**config.mk**
```make
export PLATFORM = sky130hd
export DESIGN_NAME = alu_bcd_converter
export DESIGN_NICKNAME = d
export VERILOG_FILES = /design/src/rtl/alu_bcd_converter.sv
export SDC_FILE = /design/constraint.sdc
export NUM_CORES = 1
export LEC_CHECK = 0
export ABC_AREA = 1
export CAP_MARGIN = 20
export CORE_UTILIZATION = 45
export CTS_CLUSTER_DIAMETER = 200
export CTS_CLUSTER_SIZE = 20
export DETAILED_ROUTE_END_ITERATION = 10
export PLACE_DENSITY = 0.69
export SLEW_MARGIN = 10
export SYNTH_ARGS = -nofsm -noshare
export SYNTH_HDL_FRONTEND = slang
export SYNTH_SLANG_ARGS = --single-unit
```
**constraint.sdc**
```tcl
create_clock -name clk -period 3.04 [get_ports clk]
set_input_delay 0.608 -clock clk [delete_from_list [all_inputs] [get_ports clk]]
set_output_delay 0.608 -clock clk [all_outputs]
set_load 0.1 [all_outputs]
```
**src/rtl/alu_bcd_converter.sv**
```systemverilog
// -----------------------------------------------------------------------------
// alu_bcd_converter
//
// Converts the ALU's registered W-bit unsigned result into packed BCD using a
// sequential shift-and-add-3 (double-dabble) engine. Exactly one conversion is
// in flight at a time. Upstream is stalled while the engine is busy, and the
// finished result is held under downstream backpressure.
//
// Parameters
//   W       binary input width (ALU result width)
//   DIGITS  number of BCD digits; 10**DIGITS must exceed 2**W - 1
//
// Ports
//   clk        rising-edge clock
//   rst_n      asynchronous, active-low reset
//   in_valid   in_data is valid
//   in_data    unsigned binary value to convert
//   in_ready   converter can accept a value (IDLE only)
//   out_valid  bcd holds a completed conversion (DONE only)
//   out_ready  downstream accepts bcd
//   bcd        packed BCD result, digit 0 (units) in bits [3:0]
//   busy       conversion in progress or result awaiting handshake
// -----------------------------------------------------------------------------
module alu_bcd_converter #(
    parameter int W      = 10,
    parameter int DIGITS = 4
) (
    input  logic                  clk,
    input  logic                  rst_n,
    input  logic                  in_valid,
    input  logic [W-1:0]          in_data,
    output logic                  in_ready,
    output logic                  out_valid,
    input  logic                  out_ready,
    output logic [4*DIGITS-1:0]   bcd,
    output logic                  busy
);

    localparam int BCD_W = 4 * DIGITS;
    localparam int CNT_W = $clog2(W + 1);

    typedef enum logic [1:0] {
        IDLE  = 2'd0,
        SHIFT = 2'd1,
        DONE  = 2'd2
    } state_t;

    state_t             state_q, state_d;
    logic [W-1:0]       bin_sr_q, bin_sr_d;
    logic [BCD_W-1:0]   bcd_sr_q, bcd_sr_d;
    logic [CNT_W-1:0]   cnt_q, cnt_d;
    logic [BCD_W-1:0]   bcd_q, bcd_d;

    logic [BCD_W-1:0]   adj;
    logic [BCD_W+W-1:0] shifted;

    // Pre-shift correction: any digit >= 5 would become >= 10 after doubling,
    // so add 3 now so the doubling carries cleanly into the next digit.
    function automatic logic [BCD_W-1:0] add3_adjust(input logic [BCD_W-1:0] v);
        logic [BCD_W-1:0] r;
        r = v;
        for (int k = 0; k < DIGITS; k++) begin
            if (v[4*k +: 4] >= 4'd5) begin
                r[4*k +: 4] = v[4*k +: 4] + 4'd3;
            end
        end
        return r;
    endfunction

    always_comb begin
        state_d  = state_q;
        bin_sr_d = bin_sr_q;
        bcd_sr_d = bcd_sr_q;
        cnt_d    = cnt_q;
        bcd_d    = bcd_q;

        adj     = add3_adjust(bcd_sr_q);
        shifted = {adj, bin_sr_q} << 1;

        unique case (state_q)
            IDLE: begin
                if (in_valid) begin
                    bin_sr_d = in_data;
                    bcd_sr_d = '0;
                    cnt_d    = '0;
                    state_d  = SHIFT;
                end
            end
            SHIFT: begin
                bcd_sr_d = shifted[BCD_W+W-1:W];
                bin_sr_d = shifted[W-1:0];
                cnt_d    = cnt_q + CNT_W'(1);
                // Last step: publish the fully shifted digits directly so the
                // result is ready in the same cycle DONE is entered.
                if (cnt_q == CNT_W'(W - 1)) begin
                    bcd_d   = shifted[BCD_W+W-1:W];
                    state_d = DONE;
                end
            end
            DONE: begin
                if (out_ready) begin
                    state_d = IDLE;
                end
            end
            default: begin
                state_d = IDLE;
            end
        endcase
    end

    always_ff @(posedge clk or negedge rst_n) begin
        if (!rst_n) begin
            state_q  <= IDLE;
            bin_sr_q <= '0;
            bcd_sr_q <= '0;
            cnt_q    <= '0;
            bcd_q    <= '0;
        end else begin
            state_q  <= state_d;
            bin_sr_q <= bin_sr_d;
            bcd_sr_q <= bcd_sr_d;
            cnt_q    <= cnt_d;
            bcd_q    <= bcd_d;
        end
    end

    // Handshake outputs decode registered state only.
    assign in_ready  = (state_q == IDLE);
    assign out_valid = (state_q == DONE);
    assign busy      = (state_q != IDLE);
    assign bcd       = bcd_q;

endmodule

```
==> results of run 1 <==
[synth_stat cells, drive strengths merged]
cell,n,area share
nand2,120,0.20
dfrtp,48,0.51
nand3,36,0.076
inv,27,0.044
o21ai,12,0.025
nor2,11,0.019
ha,10,0.053
buf,8,0.026
nand4,6,0.016
a21oi,4,0.0085
o22ai,4,0.011
a21boi,1,0.0032
clkinv,1,0.0021
o211ai,1,0.0032
o21a,1,0.0032
o31ai,1,0.0032
[stage by stage]
step	util	cells	setup WS, ns
5_1_grt	0.543	394	1.14
3_5_place_dp	0.525	386	1.23
3_3_place_gp	0.525	386	1.24
2_1_floorplan	-	291	0.407
4_1_cts	0.543	394	1.19
6_report	0.543	394	1.21
[how the worst max path moves through the flow]
stage	slack, ns	start	to
global route	1.14	state_q[0]	in_ready
floorplan	0.41	state_q[0]	busy
finish	1.21	state_q[0]	in_ready
global placement	1.24	in_valid	cnt_q[3]
detailed placement	1.23	in_valid	cnt_q[3]
CTS	1.19	state_q[0]	in_ready
[cells in the final DEF, fill, tap and decap left out, types with 3 or more instances in the layout]
| cell | instances |
|---|---|
| sky130_fd_sc_hd__nand2_1 | 116 |
| sky130_fd_sc_hd__dfrtp_1 | 48 |
| sky130_fd_sc_hd__nand3_1 | 36 |
| sky130_fd_sc_hd__inv_1 | 25 |
| sky130_fd_sc_hd__buf_4 | 20 |
| sky130_fd_sc_hd__clkdlybuf4s50_1 | 12 |
| sky130_fd_sc_hd__nor2_1 | 10 |
| sky130_fd_sc_hd__ha_1 | 10 |
| sky130_fd_sc_hd__o21ai_0 | 9 |
| sky130_fd_sc_hd__nand4_1 | 6 |
| sky130_fd_sc_hd__clkbuf_8 | 6 |
| sky130_fd_sc_hd__a21oi_1 | 4 |
| sky130_fd_sc_hd__o22ai_1 | 4 |
| sky130_fd_sc_hd__o21ai_1 | 3 |
[layout make-up]
cell class	count	area (µm²)	share of cell area
clock buffer	8	90.1	0.0327
sequential	48	1200	0.436
multi-input combinational	207	992	0.360
inverter	28	109	0.0395
timing repair buffer	33	275	0.0999
tap	70	87.6	0.0318
[registers in the layout, summed over array words and instances (netlist names)]
name	cells
bcd	16
bcd_sr_q	16
bin_sr_q	10
cnt_q	4
state_q	2
[worst max-delay path: stages (launching register included)]
cell                      delay [ns]
sky130_fd_sc_hd__dfrtp_1        0.44
sky130_fd_sc_hd__nor2_2         0.18
sky130_fd_sc_hd__buf_4          0.31
[routing by layer]
layer  vias to the layer above  global-route usage  wire (µm)  share of wire
li1                        998                   -          -              -
met1                       911               0.255       2260           0.49
met2                        38               0.320       2180           0.47
met3                         2              0.0420        171          0.037
met4                         0              0.0545         23         0.0050
met5                         -                   0          0              0
[cells by family after synthesis]
kind of cell,after synthesis,share of synthesized area
flops,48,0.508
compound gates,24,0.0572
fa+ha+maj,10,0.0529
buf+inv,36,0.0720
simple gates,173,0.310
==> impl_results.html, run 1 <==
<table>
<tr><th>Metric</th><th>Value</th></tr>
<tr><th colspan="2">Run</th></tr>
<tr><td>Max-cap violations</td><td>0</td></tr>
<tr><th colspan="2">Drt</th></tr>
<tr><td>Number of nets with antenna violations after detailed routing</td><td>0</td></tr>
<tr><td>Via count</td><td>1949</td></tr>
<tr><td>Ratio of routed vias to standard cells</td><td>4.95</td></tr>
<tr><td>Wire length per cell</td><td>11.8 µm</td></tr>
<tr><td>Final routed wirelength across all metal layers</td><td>4.64 mm</td></tr>
<tr><td>Drt drc</td><td>0</td></tr>
<tr><td>Number of design-rule violations left by the first detailed-router iteration</td><td>131</td></tr>
<tr><td>1st-pass router iterations</td><td>4</td></tr>
<tr><th colspan="2">Timing</th></tr>
<tr><td>Setup-failing EPs final</td><td>0</td></tr>
<tr><td>Setup repair after global routing missed its margin</td><td>no</td></tr>
<tr><td>Time the final worst path needs with I/O delays and setup</td><td>1.83 ns</td></tr>
<tr><td>Ratio of final minimum period to clock period</td><td>0.601</td></tr>
<tr><td>Tightest slew margin relative to the limit</td><td>0.672</td></tr>
<tr><td>Worst hold margin</td><td>0.273 ns</td></tr>
<tr><td>Final Hold Fails</td><td>0</td></tr>
<tr><td>Actual transition at the worst max-transition pin</td><td>0.493 ns</td></tr>
<tr><td>Worst clock skew</td><td>0.00541 ns</td></tr>
<tr><td>Fmax achieved</td><td>0.548 GHz</td></tr>
<tr><td>Sum of negative setup slack</td><td>0 ns</td></tr>
<tr><td>Number of max-slew violations in the final report</td><td>0</td></tr>
<tr><th colspan="2">Clock tree</th></tr>
<tr><td>Cts bufs inserted</td><td>5</td></tr>
<tr><td>H-tree depth reported by CTS</td><td>2</td></tr>
<tr><td>Clk pin slew, worst setup/hold paths</td><td>0.08 ns</td></tr>
<tr><td>Count of cells resized by post-cts repair</td><td>0</td></tr>
<tr><td>CTS hold repair buffers</td><td>0</td></tr>
<tr><td>Sinks on Clock Net</td><td>48</td></tr>
<tr><td>CTS tree</td><td>done</td></tr>
<tr><td>Clock latency reported for the late side of the worst-skew pair</td><td>0.29 ns</td></tr>
<tr><td>Number of buffers on the longest clock path</td><td>2</td></tr>
<tr><td>Number of buffers inserted to repair setup after CTS</td><td>0</td></tr>
<tr><td>Root buffer cell</td><td>sky130_fd_sc_hd__clkbuf_8</td></tr>
<tr><th colspan="2">Floorplanning</th></tr>
<tr><td>Floorplan core area</td><td>5070 µm²</td></tr>
<tr><td>Std-Cell Rows</td><td>26</td></tr>
<tr><td>DIE AREA</td><td>5550 µm²</td></tr>
<tr><td>Effective utilization at floorplan</td><td>0.466</td></tr>
<tr><td>Y dimension of the die</td><td>74.5 µm</td></tr>
<tr><td>Die boundary width</td><td>74.5 µm</td></tr>
<tr><td>Top Ports</td><td>33</td></tr>
<tr><th colspan="2">Setup path</th></tr>
<tr><td>Crit Reg-Reg Endpoint</td><td>bcd[13]</td></tr>
<tr><td>Category of the most critical setup path</td><td>reg2out</td></tr>
<tr><td>Crit path DAT</td><td>1.22 ns</td></tr>
<tr><td>Crit path required time</td><td>2.43 ns</td></tr>
<tr><td>Crit path max fanout</td><td>4</td></tr>
<tr><td>Crit start category</td><td>flip-flop</td></tr>
<tr><td>Reg-to-reg setup timing slack</td><td>1.30 ns</td></tr>
<tr><td>Crit end category</td><td>primary output</td></tr>
<tr><td>Worst r2r src</td><td>state_q[0]</td></tr>
<tr><td>Worst R2R Path Depth</td><td>6</td></tr>
<tr><th colspan="2">Cells and area</th></tr>
<tr><td>Filler cells</td><td>507</td></tr>
<tr><td>Antenna diodes</td><td>0</td></tr>
<tr><td>P&amp;R area growth vs syn</td><td>16.6%</td></tr>
<tr><td>Share of final-layout standard cells stronger than drive strength 1</td><td>0.108</td></tr>
<tr><td>Post-route cell area</td><td>2760 µm²</td></tr>
<tr><td>Layout Nets</td><td>347</td></tr>
<tr><th colspan="2">Global route</th></tr>
<tr><td>Global router's overall resource usage</td><td>0.193</td></tr>
<tr><td>Final global-route overflow total</td><td>0</td></tr>
<tr><td>Via count of the first global-routing pass</td><td>1856</td></tr>
<tr><td>Antenna violations before repair</td><td>0</td></tr>
<tr><td>Wire length of the first global-routing pass</td><td>8.19 mm</td></tr>
<tr><td>Largest net degree at the start of global routing</td><td>28</td></tr>
<tr><th colspan="2">Place</th></tr>
<tr><td>Half-perimeter wire length after placement</td><td>3.18 mm</td></tr>
<tr><td>Total placed instance area</td><td>2670 µm²</td></tr>
<tr><td>Number of buffers inserted by port buffering</td><td>32</td></tr>
<tr><td>Global placement routability congestion</td><td>0.836</td></tr>
<tr><th colspan="2">Logic synthesis</th></tr>
<tr><td>Total number of yosys warnings</td><td>0</td></tr>
<tr><td>Number of distinct standard cells referenced by the synthesized netlist</td><td>24</td></tr>
<tr><td>Syn Nets</td><td>315</td></tr>
<tr><td>Gate Count Post-Synth</td><td>291</td></tr>
<tr><td>Register area share after synthesis</td><td>0.508</td></tr>
<tr><td>#FFs+latches synth</td><td>48</td></tr>
<tr><td>Post-synthesis cell area</td><td>2360 µm²</td></tr>
<tr><td>Avg Cell Area, Syn</td><td>8.12 µm²</td></tr>
<tr><th colspan="2">Worst hold path</th></tr>
<tr><td>Tightest Hold Check Type</td><td>in2async</td></tr>
<tr><th colspan="2">Outcome</th></tr>
<tr><td>Outcome</td><td>finished, final reports clean</td></tr>
</table>
Power of run 1 is left out: the tool's default activity adds up to more than one toggle a clock period on the data nets, which glitch-free logic cannot reach.
==> inputs of run 2 (changes only) <==
==> constraint.sdc (replaced) <==
create_clock -name clk -period 1.9 [get_ports clk]
set_input_delay 0.38 -clock clk [delete_from_list [all_inputs] [get_ports clk]]
set_output_delay 0.38 -clock clk [all_outputs]
set_load 0.1 [all_outputs]
==> impl_results.html, run 2 (same netlist as run 1, synthesis figures left out) <==
<table>
<tr><th>Metric</th><th>Value</th></tr>
<tr><th colspan="2">Clock tree</th></tr>
<tr><td>Count of cells resized by post-cts repair</td><td>0</td></tr>
<tr><td>CTS tree</td><td>done</td></tr>
<tr><td>Root buffer cell</td><td>sky130_fd_sc_hd__clkbuf_8</td></tr>
<tr><td>Clk pin slew, worst setup/hold paths</td><td>0.08 ns</td></tr>
<tr><td>H-tree depth reported by CTS</td><td>2</td></tr>
<tr><td>CTS hold repair buffers</td><td>0</td></tr>
<tr><td>Number of buffers on the longest clock path</td><td>2</td></tr>
<tr><td>Cts bufs inserted</td><td>5</td></tr>
<tr><td>Number of buffers inserted to repair setup after CTS</td><td>0</td></tr>
<tr><td>Clock latency reported for the late side of the worst-skew pair</td><td>0.30 ns</td></tr>
<tr><td>Sinks on Clock Net</td><td>48</td></tr>
<tr><th colspan="2">Timing</th></tr>
<tr><td>Number of max-slew violations in the final report</td><td>0</td></tr>
<tr><td>Tightest slew margin relative to the limit</td><td>0.759</td></tr>
<tr><td>Actual transition at the worst max-transition pin</td><td>0.358 ns</td></tr>
<tr><td>Time the final worst path needs with I/O delays and setup</td><td>1.59 ns</td></tr>
<tr><td>Ratio of final minimum period to clock period</td><td>0.839</td></tr>
<tr><td>Sum of negative setup slack</td><td>0 ns</td></tr>
<tr><td>Setup repair after global routing missed its margin</td><td>no</td></tr>
<tr><td>Final Hold Fails</td><td>0</td></tr>
<tr><td>Fmax achieved</td><td>0.628 GHz</td></tr>
<tr><td>Worst clock skew</td><td>0.00327 ns</td></tr>
<tr><td>Setup-failing EPs final</td><td>0</td></tr>
<tr><th colspan="2">Drt</th></tr>
<tr><td>Via count</td><td>1924</td></tr>
<tr><td>Number of design-rule violations left by the first detailed-router iteration</td><td>109</td></tr>
<tr><td>Drt drc</td><td>0</td></tr>
<tr><td>Final routed wirelength across all metal layers</td><td>4.56 mm</td></tr>
<tr><td>Number of nets with antenna violations after detailed routing</td><td>0</td></tr>
<tr><td>1st-pass router iterations</td><td>6</td></tr>
<tr><td>Wire length per cell</td><td>11.5 µm</td></tr>
<tr><td>Ratio of routed vias to standard cells</td><td>4.86</td></tr>
<tr><th colspan="2">Cells and area</th></tr>
<tr><td>Antenna diodes</td><td>0</td></tr>
<tr><td>Most common library cell in the layout ignoring fill and taps</td><td>sky130_fd_sc_hd__nand2_1</td></tr>
<tr><td>Post-route cell area</td><td>2930 µm²</td></tr>
<tr><td>P&amp;R area growth vs syn</td><td>23.9%</td></tr>
<tr><td>Top library cells by usage in the layout, fill and taps aside</td><td>sky130_fd_sc_hd__nand2_1, sky130_fd_sc_hd__dfrtp_1, sky130_fd_sc_hd__nand3_1</td></tr>
<tr><td>Core utilization of the finished layout</td><td>0.577</td></tr>
<tr><td>Layout Nets</td><td>349</td></tr>
<tr><td>Share of final-layout standard cells stronger than drive strength 1</td><td>0.117</td></tr>
<tr><th colspan="2">Global route</th></tr>
<tr><td>Most used routing layer</td><td>met2</td></tr>
<tr><td>Via count of the first global-routing pass</td><td>1718</td></tr>
<tr><td>Final global-route overflow total</td><td>0</td></tr>
<tr><td>M3 GR Usage</td><td>0.0569</td></tr>
<tr><td>Global router's overall resource usage</td><td>0.189</td></tr>
<tr><td>Met2 Use GR</td><td>0.312</td></tr>
<tr><td>Largest net degree at the start of global routing</td><td>49</td></tr>
<tr><td>Antenna violations before repair</td><td>0</td></tr>
<tr><td>M1 GR Usage</td><td>0.242</td></tr>
<tr><td>Wire length of the first global-routing pass</td><td>7.82 mm</td></tr>
<tr><th colspan="2">Place</th></tr>
<tr><td>Total placed instance area</td><td>2840 µm²</td></tr>
<tr><td>Half-perimeter wire length after placement</td><td>3.14 mm</td></tr>
<tr><td>Number of buffers inserted by port buffering</td><td>32</td></tr>
<tr><td>Global placement routability congestion</td><td>0.828</td></tr>
<tr><th colspan="2">Floorplanning</th></tr>
<tr><td>Floorplan core area</td><td>5070 µm²</td></tr>
<tr><td>Y dimension of the die</td><td>74.5 µm</td></tr>
<tr><td>Std-Cell Rows</td><td>26</td></tr>
<tr><td>Effective utilization at floorplan</td><td>0.466</td></tr>
<tr><td>DIE AREA</td><td>5550 µm²</td></tr>
<tr><td>Die boundary width</td><td>74.5 µm</td></tr>
<tr><td>Top Ports</td><td>33</td></tr>
<tr><th colspan="2">Run</th></tr>
<tr><td>Max-cap violations</td><td>0</td></tr>
<tr><th colspan="2">Worst hold path</th></tr>
<tr><td>Tightest Hold Check Type</td><td>in2async</td></tr>
<tr><th colspan="2">Setup path</th></tr>
<tr><td>Worst R2R Path Depth</td><td>8</td></tr>
<tr><td>Crit path DAT</td><td>1.21 ns</td></tr>
<tr><td>Crit start category</td><td>flip-flop</td></tr>
<tr><td>Crit end category</td><td>primary output</td></tr>
<tr><td>Critical path's largest stage delay</td><td>0.47 ns</td></tr>
<tr><td>Crit path cell chain</td><td>nor2_4 &gt; inv_1 &gt; buf_12</td></tr>
<tr><td>Category of the most critical setup path</td><td>reg2out</td></tr>
<tr><td>Crit path required time</td><td>1.52 ns</td></tr>
<tr><td>Crit path max-delay cell type</td><td>sky130_fd_sc_hd__dfrtp_1</td></tr>
<tr><td>Crit path max fanout</td><td>4</td></tr>
<tr><th colspan="2">Outcome</th></tr>
<tr><td>Outcome</td><td>finished, final reports clean</td></tr>
</table>
## run 2: worst max-delay path: cells and delay by family (launching register included)
| kind | cells | cell delay [ns] |
|---|---|---|
| buffers and inverters | 2 | 0.26 |
| DFF | 1 | 0.47 |
| and+or+nand+nor | 1 | 0.19 |
## run 2: path summary, 6_finish.rpt
path | startpoint | to | slack, ns
max | state_q[0] | busy | 0.31
min | rst_n | bcd[10] | 0.05
max reg2reg | bcd_sr_q[8] | bcd[9] | 0.53
min reg2reg | bcd[8] | bcd[8] | 0.48
max in group asynchronous | rst_n | bcd_sr_q[3] | 1.63
min in group clk | bcd[8] | bcd[8] | 0.48
## run 2: final cells by class
type                       count  area, µm²
fill                         460       2150
multi-input combinational    207       1000
tap                           70       87.6
clock buffer                   8       90.1
inverter                      28        109
sequential                    48       1200
timing repair buffer          35        440
## run 2: metal layers
metal  wire [µm]  share of wire  vias to the layer above
met5           0              0                        -
met2        2080           0.46                       35
met1        2260           0.50                      885
met3         169          0.037                        5
met4          48          0.011                        0
li1            -              -                      999
## run 2: stage by stage
step / setup slack, ns / hold slack [ns] / cells
floorplan: -0.0583 / 0.0844 / 291
global placement: 0.331 / 0.384 / 388
detailed placement: 0.313 / 0.385 / 388
CTS: 0.290 / 0.0608 / 396
global route: 0.238 / 0.0595 / 396
finish: 0.307 / 0.0494 / 396
Power of run 2 is left out for the same reason.
==> inputs of run 3 (changes only) <==
--- a/config.mk
+++ b/config.mk
@@ -11,7 +11,7 @@
 export CTS_CLUSTER_DIAMETER = 200
 export CTS_CLUSTER_SIZE = 20
 export DETAILED_ROUTE_END_ITERATION = 10
-export PLACE_DENSITY = 0.69
+export PLACE_DENSITY = 0.71
 export SLEW_MARGIN = 10
 export SYNTH_ARGS = -nofsm -noshare
 export SYNTH_HDL_FRONTEND = slang
==> constraint.sdc (replaced) <==
create_clock -name clk -period 1.3 [get_ports clk]
set_input_delay 0.26 -clock clk [delete_from_list [all_inputs] [get_ports clk]]
set_output_delay 0.26 -clock clk [all_outputs]
set_load 0.1 [all_outputs]
==> impl_results.html, run 3 (same netlist as run 1, synthesis figures left out) <==
<table>
<tr><th>Metric</th><th>Value</th></tr>
<tr><th colspan="2">Timing</th></tr>
<tr><td>Final Hold Fails</td><td>0</td></tr>
<tr><td>Setup-failing EPs final</td><td>17</td></tr>
<tr><td>Time the final worst path needs with I/O delays and setup</td><td>1.45 ns</td></tr>
<tr><td>Post-layout worst setup margin</td><td>-0.146 ns</td></tr>
<tr><td>Worst hold margin</td><td>0.453 ns</td></tr>
<tr><td>Number of max-slew violations in the final report</td><td>0</td></tr>
<tr><td>Tightest slew margin relative to the limit</td><td>0.807</td></tr>
<tr><td>Fmax achieved</td><td>0.692 GHz</td></tr>
<tr><td>Ratio of final minimum period to clock period</td><td>1.11</td></tr>
<tr><td>Worst clock skew</td><td>0.0111 ns</td></tr>
<tr><td>Setup repair after global routing missed its margin</td><td>yes</td></tr>
<tr><td>Actual transition at the worst max-transition pin</td><td>0.286 ns</td></tr>
<tr><th colspan="2">Setup path</th></tr>
<tr><td>Critical path's largest stage delay</td><td>0.43 ns</td></tr>
<tr><td>Crit path cell chain</td><td>buf_4 &gt; nor2_4 &gt; buf_12</td></tr>
<tr><td>Crit Reg-Reg Endpoint</td><td>bcd[0]</td></tr>
<tr><td>Crit start category</td><td>flip-flop</td></tr>
<tr><td>Crit path required time</td><td>1.04 ns</td></tr>
<tr><td>Crit path max fanout</td><td>3</td></tr>
<tr><td>Worst R2R Path Depth</td><td>8</td></tr>
<tr><td>Crit path max-delay cell type</td><td>sky130_fd_sc_hd__dfrtp_2</td></tr>
<tr><td>Crit path DAT</td><td>1.19 ns</td></tr>
<tr><td>Worst r2r src</td><td>cnt_q[1]</td></tr>
<tr><td>Reg-to-reg setup timing slack</td><td>-0.04 ns</td></tr>
<tr><td>Category of the most critical setup path</td><td>reg2out</td></tr>
<tr><td>Crit end category</td><td>primary output</td></tr>
<tr><th colspan="2">Place</th></tr>
<tr><td>Number of buffers inserted by port buffering</td><td>32</td></tr>
<tr><td>Placed instance count</td><td>404</td></tr>
<tr><td>Half-perimeter wire length after placement</td><td>3.46 mm</td></tr>
<tr><td>Global placement routability congestion</td><td>0.795</td></tr>
<tr><th colspan="2">Floorplanning</th></tr>
<tr><td>Floorplan core area</td><td>5070 µm²</td></tr>
<tr><td>Std-Cell Rows</td><td>26</td></tr>
<tr><td>Die boundary width</td><td>74.5 µm</td></tr>
<tr><td>Effective utilization at floorplan</td><td>0.466</td></tr>
<tr><td>Y dimension of the die</td><td>74.5 µm</td></tr>
<tr><td>Top Ports</td><td>33</td></tr>
<tr><td>DIE AREA</td><td>5550 µm²</td></tr>
<tr><th colspan="2">Outcome</th></tr>
<tr><td>Outcome</td><td>finished, violations left</td></tr>
<tr><td>Failing checks</td><td>setup timing</td></tr>
<tr><th colspan="2">Clock tree</th></tr>
<tr><td>Cts bufs inserted</td><td>5</td></tr>
<tr><td>Clk pin slew, worst setup/hold paths</td><td>0.09 ns</td></tr>
<tr><td>Sinks on Clock Net</td><td>48</td></tr>
<tr><td>Number of buffers on the longest clock path</td><td>2</td></tr>
<tr><td>CTS tree</td><td>done</td></tr>
<tr><td>Root buffer cell</td><td>sky130_fd_sc_hd__clkbuf_8</td></tr>
<tr><td>H-tree depth reported by CTS</td><td>2</td></tr>
<tr><td>Clock latency reported for the late side of the worst-skew pair</td><td>0.31 ns</td></tr>
<tr><th colspan="2">Worst hold path</th></tr>
<tr><td>Tightest Hold Check Type</td><td>in2async</td></tr>
<tr><th colspan="2">Cells and area</th></tr>
<tr><td>Antenna diodes</td><td>0</td></tr>
<tr><td>Layout Nets</td><td>379</td></tr>
<tr><td>Top library cells by usage in the layout, fill and taps aside</td><td>sky130_fd_sc_hd__nand2_1, sky130_fd_sc_hd__dfrtp_1, sky130_fd_sc_hd__nand3_1</td></tr>
<tr><td>Post-route non-filler standard cell count</td><td>426</td></tr>
<tr><td>Share of final-layout standard cells stronger than drive strength 1</td><td>0.334</td></tr>
<tr><td>Most common library cell in the layout ignoring fill and taps</td><td>sky130_fd_sc_hd__nand2_1</td></tr>
<tr><td>Core utilization of the finished layout</td><td>0.701</td></tr>
<tr><td>P&amp;R area growth vs syn</td><td>50.6%</td></tr>
<tr><th colspan="2">Drt</th></tr>
<tr><td>Wire length per cell</td><td>13.2 µm</td></tr>
<tr><td>Final routed wirelength across all metal layers</td><td>5.63 mm</td></tr>
<tr><td>Via count</td><td>2159</td></tr>
<tr><td>Ratio of routed vias to standard cells</td><td>5.07</td></tr>
<tr><td>Number of nets with antenna violations after detailed routing</td><td>0</td></tr>
<tr><td>Drt drc</td><td>0</td></tr>
<tr><td>Number of design-rule violations left by the first detailed-router iteration</td><td>101</td></tr>
<tr><td>1st-pass router iterations</td><td>4</td></tr>
<tr><th colspan="2">Global route</th></tr>
<tr><td>Antenna violations before repair</td><td>0</td></tr>
<tr><td>Final global-route overflow total</td><td>0</td></tr>
<tr><td>Global router's overall resource usage</td><td>0.208</td></tr>
<tr><td>Wire length of the first global-routing pass</td><td>8.67 mm</td></tr>
<tr><td>Via count of the first global-routing pass</td><td>2044</td></tr>
<tr><td>Largest net degree at the start of global routing</td><td>49</td></tr>
<tr><th colspan="2">Run</th></tr>
<tr><td>Max-cap violations</td><td>0</td></tr>
</table>
==> run 3: changes by cell type in the layout (fill, tap and decap cells not counted), sizes merged <==
cell and delta:
clkbuf -2, bufinv +1, clkinv +2, inv +1, dlygate4sd3 +1, buf +27
==> run 3: cell type report <==
cell class / count / area [µm²]
Clock buffer: 5 / 68.8
Timing Repair Buffer: 64 / 830
Inverter: 28 / 113
Multi-Input combinational cell: 207 / 1200
Fill cell: 378 / 1520
Tap cell: 70 / 87.6
Sequential cell: 48 / 1200
Clock inverter: 3 / 47.5
Timing Repair inverter: 1 / 6.26
==> run 3: per-layer routing <==
metal,vias to the layer above,part of all wire,GRT usage
met5,-,0,0
met4,0,0.012,0.0713
met3,6,0.026,0.0488
met2,32,0.55,0.382
met1,1056,0.41,0.236
li1,1065,-,-
==> run 3: critical path: cells and delay by family, from the launching register on <==
kind	cells	cell delay [ns]
buf+inv	2	0.33
flops	1	0.43
simple gates	1	0.12
==> run 3: metrics by stage <==
stage                     cell area [µm²]  setup TNS (ns)  setup WS (ns)
after floorplan                      2380          -10.72         -0.523
after global placement               3090         -0.0793        -0.0116
after detailed placement             3090          -0.412        -0.0488
after CTS                            3270          -0.368         -0.167
after global routing                 3560           -1.64         -0.194
final                                3560          -0.519         -0.146
==> run 3: worst max path at each step <==
stage	to	slack (ns)	cells past startpoint	from
global route	out_valid	-0.19	3	state_q[0]
global placement	bin_sr_q[2]	-0.01	7	in_valid
detailed placement	bin_sr_q[6]	-0.05	7	in_valid
CTS	out_valid	-0.17	4	state_q[1]
floorplan	busy	-0.52	2	state_q[0]
finish	out_valid	-0.15	3	state_q[0]
==> run 3: what timing repair did <==
item                                   4_1_cts  5_1_grt
endpoints found under the hold margin       48        0
gates resized for setup                      9       62
gates cloned                                 0        2
hold buffers                                 1        0
setup endpoints to repair                   15       43
buffers inserted                             3        9
pin swaps                                    0       19
Power of run 3 is left out for the same reason.
